### src/rtl/ps2_keypad.sv
// PS/2 scan-code stream to 16-key CHIP-8 matrix plus a latched press event (valid/ack).
// Define PS2_KEYPAD_TYPEMATIC_FILTER_EN to suppress press events for auto-repeated make codes.
module ps2_keypad #(
  parameter int TIMEOUT_CYCLES = 100000,
  parameter int SYNC_STAGES    = 2
) (
  input  logic        clk,
  input  logic        rst_n,
  input  logic        ps2Ready,
  input  logic [7:0]  ps2Data,
  output logic [15:0] keyMatrix,
  output logic        keyValid,
  output logic [3:0]  keyCode,
  input  logic        keyAck,
  output logic        keyOverrun
);

  localparam int CNT_W = (TIMEOUT_CYCLES > 2) ? $clog2(TIMEOUT_CYCLES) : 1;
  localparam logic [CNT_W-1:0] CNT_LAST = CNT_W'(TIMEOUT_CYCLES - 1);

  typedef enum logic [1:0] {IDLE, BRK, EXT, EXT_BRK} state_t;

  state_t                 state;
  logic [SYNC_STAGES-1:0] sync_q;
  logic                   ready_d;
  logic [CNT_W-1:0]       tmo_cnt;
  logic                   byte_stb;
  logic                   mapped;
  logic [3:0]             hex;
  logic                   press;

  function automatic logic [4:0] map_key(input logic [7:0] code);
    case (code)
      8'h22: map_key = {1'b1, 4'h0};
      8'h16: map_key = {1'b1, 4'h1};
      8'h1E: map_key = {1'b1, 4'h2};
      8'h26: map_key = {1'b1, 4'h3};
      8'h15: map_key = {1'b1, 4'h4};
      8'h1D: map_key = {1'b1, 4'h5};
      8'h24: map_key = {1'b1, 4'h6};
      8'h1C: map_key = {1'b1, 4'h7};
      8'h1B: map_key = {1'b1, 4'h8};
      8'h23: map_key = {1'b1, 4'h9};
      8'h1A: map_key = {1'b1, 4'hA};
      8'h21: map_key = {1'b1, 4'hB};
      8'h25: map_key = {1'b1, 4'hC};
      8'h2D: map_key = {1'b1, 4'hD};
      8'h2B: map_key = {1'b1, 4'hE};
      8'h2A: map_key = {1'b1, 4'hF};
      default: map_key = 5'h00;
    endcase
  endfunction

  assign {mapped, hex} = map_key(ps2Data);
  assign byte_stb = sync_q[SYNC_STAGES-1] & ~ready_d;

`ifdef PS2_KEYPAD_TYPEMATIC_FILTER_EN
  // A make for a key already held is auto-repeat and raises no event.
  assign press = byte_stb && (state == IDLE) && mapped && !keyMatrix[hex];
`else
  assign press = byte_stb && (state == IDLE) && mapped;
`endif

  always_ff @(posedge clk) begin
    if (!rst_n) begin
      state      <= IDLE;
      sync_q     <= '0;
      ready_d    <= 1'b0;
      tmo_cnt    <= '0;
      keyMatrix  <= '0;
      keyValid   <= 1'b0;
      keyCode    <= '0;
      keyOverrun <= 1'b0;
    end else begin
      // NOTE: non-blocking assignments so every flop samples pre-edge values regardless of statement order.
      sync_q  <= {sync_q[SYNC_STAGES-2:0], ps2Ready};
      ready_d <= sync_q[SYNC_STAGES-1];

      if (byte_stb) begin
        tmo_cnt <= '0;
        case (state)
          IDLE: begin
            if (ps2Data == 8'hF0)                         state <= BRK;
            else if (ps2Data == 8'hE0)                    state <= EXT;
            else if (ps2Data == 8'h00 || ps2Data == 8'hFF) keyMatrix <= '0;
            else if (mapped)                              keyMatrix[hex] <= 1'b1;
          end
          BRK: begin
            if (mapped) keyMatrix[hex] <= 1'b0;
            state <= IDLE;
          end
          EXT:     state <= (ps2Data == 8'hF0) ? EXT_BRK : IDLE;
          EXT_BRK: state <= IDLE;
        endcase
      end else if (state != IDLE) begin
        // A stalled prefix is dropped so a lost byte cannot turn the next make into a break.
        if (tmo_cnt == CNT_LAST) begin
          state   <= IDLE;
          tmo_cnt <= '0;
        end else begin
          tmo_cnt <= tmo_cnt + 1'b1;
        end
      end else begin
        tmo_cnt <= '0;
      end

      if (press) begin
        if (!keyValid || keyAck) begin
          keyValid   <= 1'b1;
          keyCode    <= hex;
          keyOverrun <= 1'b0;
        end else begin
          keyOverrun <= 1'b1;
        end
      end else if (keyAck && keyValid) begin
        keyValid   <= 1'b0;
        keyOverrun <= 1'b0;
      end
    end
  end

endmodule

### config.mk
export PLATFORM = sky130hd
export DESIGN_NAME = ps2_keypad
export DESIGN_NICKNAME = d
export VERILOG_FILES = /design/src/rtl/ps2_keypad.sv
export SDC_FILE = /design/constraint.sdc
export NUM_CORES = 1
export LEC_CHECK = 0
export CORE_MARGIN = 2
export CORE_UTILIZATION = 42
export CTS_BUF_LIST = sky130_fd_sc_hd__clkbuf_2 sky130_fd_sc_hd__clkbuf_4 sky130_fd_sc_hd__clkbuf_8
export DETAILED_ROUTE_END_ITERATION = 6
export SLEW_MARGIN = 20
export SYNTH_ARGS = -nofsm -noshare
export SYNTH_HDL_FRONTEND = slang
export SYNTH_SLANG_ARGS = --single-unit
### constraint.sdc
create_clock -name clk -period 2.28 [get_ports clk]
set_input_delay 0.228 -clock clk [delete_from_list [all_inputs] [get_ports clk]]
set_output_delay 0.228 -clock clk [all_outputs]
set_load 0.03 [all_outputs]
==> reports/summary.txt <==
Internal = 0.001219 W
Die H = 79.49 um
Fin crit period = 2181 ps
# IOs = 34
Post-Route WL = 5702 um
H-tree levels = 2
Initial Utilization = 0.4347
First drt pass iteration count = 4
Most frequent cells in the layout = 44 x dfxtp_1, 44 x buf_4, 38 x nor2_1
Vias = 2218
First DRT Iteration DRCs = 75
Avg Inst Size Synth = 8.398 um^2
Row Count = 27
Crit. End Element = register
TritonCTS clock tree = yes
HP Start = sync_q[0]
Number of synthesized flops with an enable pin = 0
Antenna Cells = 0
Hold crit path type = reg -> reg
Max Clk Rate = 458.5 MHz
Seq pwr share = 0.482
WS Path Type = in -> reg
Synth warn = 0
Clock root buffer = clkbuf_8
Reg2reg start = tmo_cnt[0]
CP Max Fanout = 5
Worst Path Required = 2530 ps
Vias in the first global route = 2100
Reg2Reg Depth = 7
# nets final = 375
FFs w/ async S/R, synth = 0
Worst r2r dst = tmo_cnt[14]
Hpwl dp = 4234 um
Tightest Pin Transition = 414.0 ps
Clk_lat worst skew = 300 ps
CTS Buf Count = 5
Hold depth = 1
Sequential cell area fraction in the yosys report = 0.3680
Power density over the cells = 490.1 mW/mm^2
RSZ-0062 raised after global routing = false
Arr. time, crit path = 2440 ps
Die Area = 0.006319 mm^2
VDD IR max = 0.3155 mV
# DRC = 0
Final max-slew violation count = 0
Primary FF master, synth = dfxtp_1
Clock power share = 0.403
Sw Ratio = 0.2376
Skew final = 5.214 ps
Post-route ant nets = 0
Vias/cell = 5.158
# clock sinks = 44
R2r setup slk = 470 ps
Power, Total = 0.001599 W
Synthesized flop and latch total = 44
Slew Limit Headroom = 0.7237
Initial antenna violation count = 0
Final setup viols = 0
Outcome = complete, no violations
Clock edge transition at the registers on the reported setup and hold paths = 90 ps
Leak pwr = 1.275 nW
Psw = 0.0003799 W
Max cap viols = 0
Layout area overhead = 36.28%
Core Area = 0.005507 mm^2
Syn_nets = 303
Unique masters post-synth = 56
IO buf count = 33
Fill cell count = 525
Avg WL per Cell = 13.26 um
Worst setup SP type = primary input
Hold Path End = sync_q[1]
Final worst path period share = 0.9566
Clock tree buffer depth = 2
First-pass GRT wire length = 9397 um
Logic pwr share = 0.115
Synth Instances = 285
Min Hold Slack = 446.6 ps
Overflow after GRT = 0
Setup TNS = 0 ps
Hold Vio Cnt, Final = 0
Layout cells sized above 1 = 0.2151
Largest net degree at the start of global routing = 18
Tot GR Track Use = 0.1852
GPL Wtd Cong = 0.8501
Die width = 79.49 um
Netlist Area Pre-Place = 0.002394 mm^2
[power by group through the flow]
| stage | registers, W | clock network [W] | logic [W] |
|---|---|---|---|
| global placement | 0.000789 | 0 | 0.000175 |
| global route | 0.000771 | 0.000676 | 0.000200 |
| CTS | 0.000771 | 0.000655 | 0.000176 |
| detailed placement | 0.000789 | 0 | 0.000175 |
| floorplan | 0.000789 | 0 | 0.0000928 |
| finish | 0.000771 | 0.000644 | 0.000184 |
[cell usage after synthesis (all sizes together) (4+ instances only)]
master / number / area [um^2]
dfxtp: 44 / 880.8
nor2: 40 / 152.6
nand2: 26 / 100.1
o21ai: 19 / 95.09
a21oi: 11 / 66.32
nand3: 10 / 50.05
nor3: 9 / 50.05
xor2: 9 / 78.83
buf: 8 / 55.05
inv: 7 / 26.28
mux2i: 7 / 70.07
and3: 6 / 37.54
ha: 6 / 75.07
nand2b: 6 / 37.54
and2: 5 / 31.28
nand3b: 5 / 37.54
nor2b: 5 / 38.78
or3: 5 / 31.28
xnor2: 5 / 43.79
a21o: 4 / 30.03
clkbuf: 4 / 15.01
o22ai: 4 / 51.30
[what timing repair did]
item,4_1_cts,5_1_grt
gates cloned,0,0
gates resized for setup,5,19
hold buffers,0,0
pin swaps,0,2
endpoints found under the setup margin,11,21
setup buffers,0,1
[state kept, by name, indices dropped and copies added (netlist names)]
register / count
keyCode: 4
keyValid: 1
tmo_cnt: 17
keyOverrun: 1
ready_d: 1
sync_q: 2
state: 2
keyMatrix: 16
[layout make-up]
class / count / area [um^2] / area share
flip-flops and latches: 44 / 880.8 / 0.2700
multi-input cells: 222 / 1479 / 0.4534
clock buffers: 6 / 82.58 / 0.02532
inverters: 7 / 26.28 / 0.008055
repair buffers: 77 / 664.4 / 0.2037
well taps: 72 / 90.09 / 0.02762
clock inverters: 2 / 38.79 / 0.01189
[critical path, cell delays in order]
cell,delay [ps]
clkdlybuf4s50_1,420
buf_4,140
or3b_4,430
o22ai_2,150
nor2_2,60
buf_4,160
nand3b_1,250
or3_4,390
nor2_1,110
a21o_1,80
[worst max path at each step]
| stage | start | end | slack (ps) | cells past startpoint |
|---|---|---|---|---|
| 6_report | ps2Data[2] | keyMatrix[8] | 100 | 10 |
| 5_1_grt | ps2Data[2] | keyMatrix[8] | 5 | 10 |
| 4_1_cts | ps2Data[0] | keyMatrix[15] | 6 | 10 |
| 3_5_place_dp | ps2Data[1] | keyMatrix[1] | -370 | 10 |
| 3_3_place_gp | ps2Data[0] | keyMatrix[15] | -370 | 10 |
| 2_1_floorplan | ps2Data[1] | keyMatrix[13] | 240 | 10 |
[through the flow]
stage / cells / setup slack, ps / instance area [um^2] / utilization
after floorplan: 285 / 244.1 / 2394 / -
after detailed placement: 421 / -368.1 / 3067 / 0.5569
after global routing: 430 / 4.948 / 3262 / 0.5924
after global placement: 421 / -373.7 / 3067 / 0.5569
final: 430 / 98.85 / 3262 / 0.5924
after CTS: 429 / 5.901 / 3196 / 0.5803
[cell families (layout without fill, tap and decap cells)]
logic type	Yosys count	count (layout)	share of synthesized area
xor gates and xnor gates	14	14	0.05123
buffers and inverters	19	92	0.04025
AOI/OAI and AO/OA	62	62	0.1856
muxes	7	7	0.02927
and+or+nand+nor	133	133	0.2943
adders and majority gates	6	6	0.03136
DFF	44	44	0.3680
[layer usage]
metal	vias to the layer above	routed length, um	GRT usage
met5	-	0	0
met4	0	47	0.05862
met3	5	194	0.03507
met2	33	2701	0.3118
met1	1030	2759	0.2383
li1	1150	-	-
(Power assumes the default switching activity.)
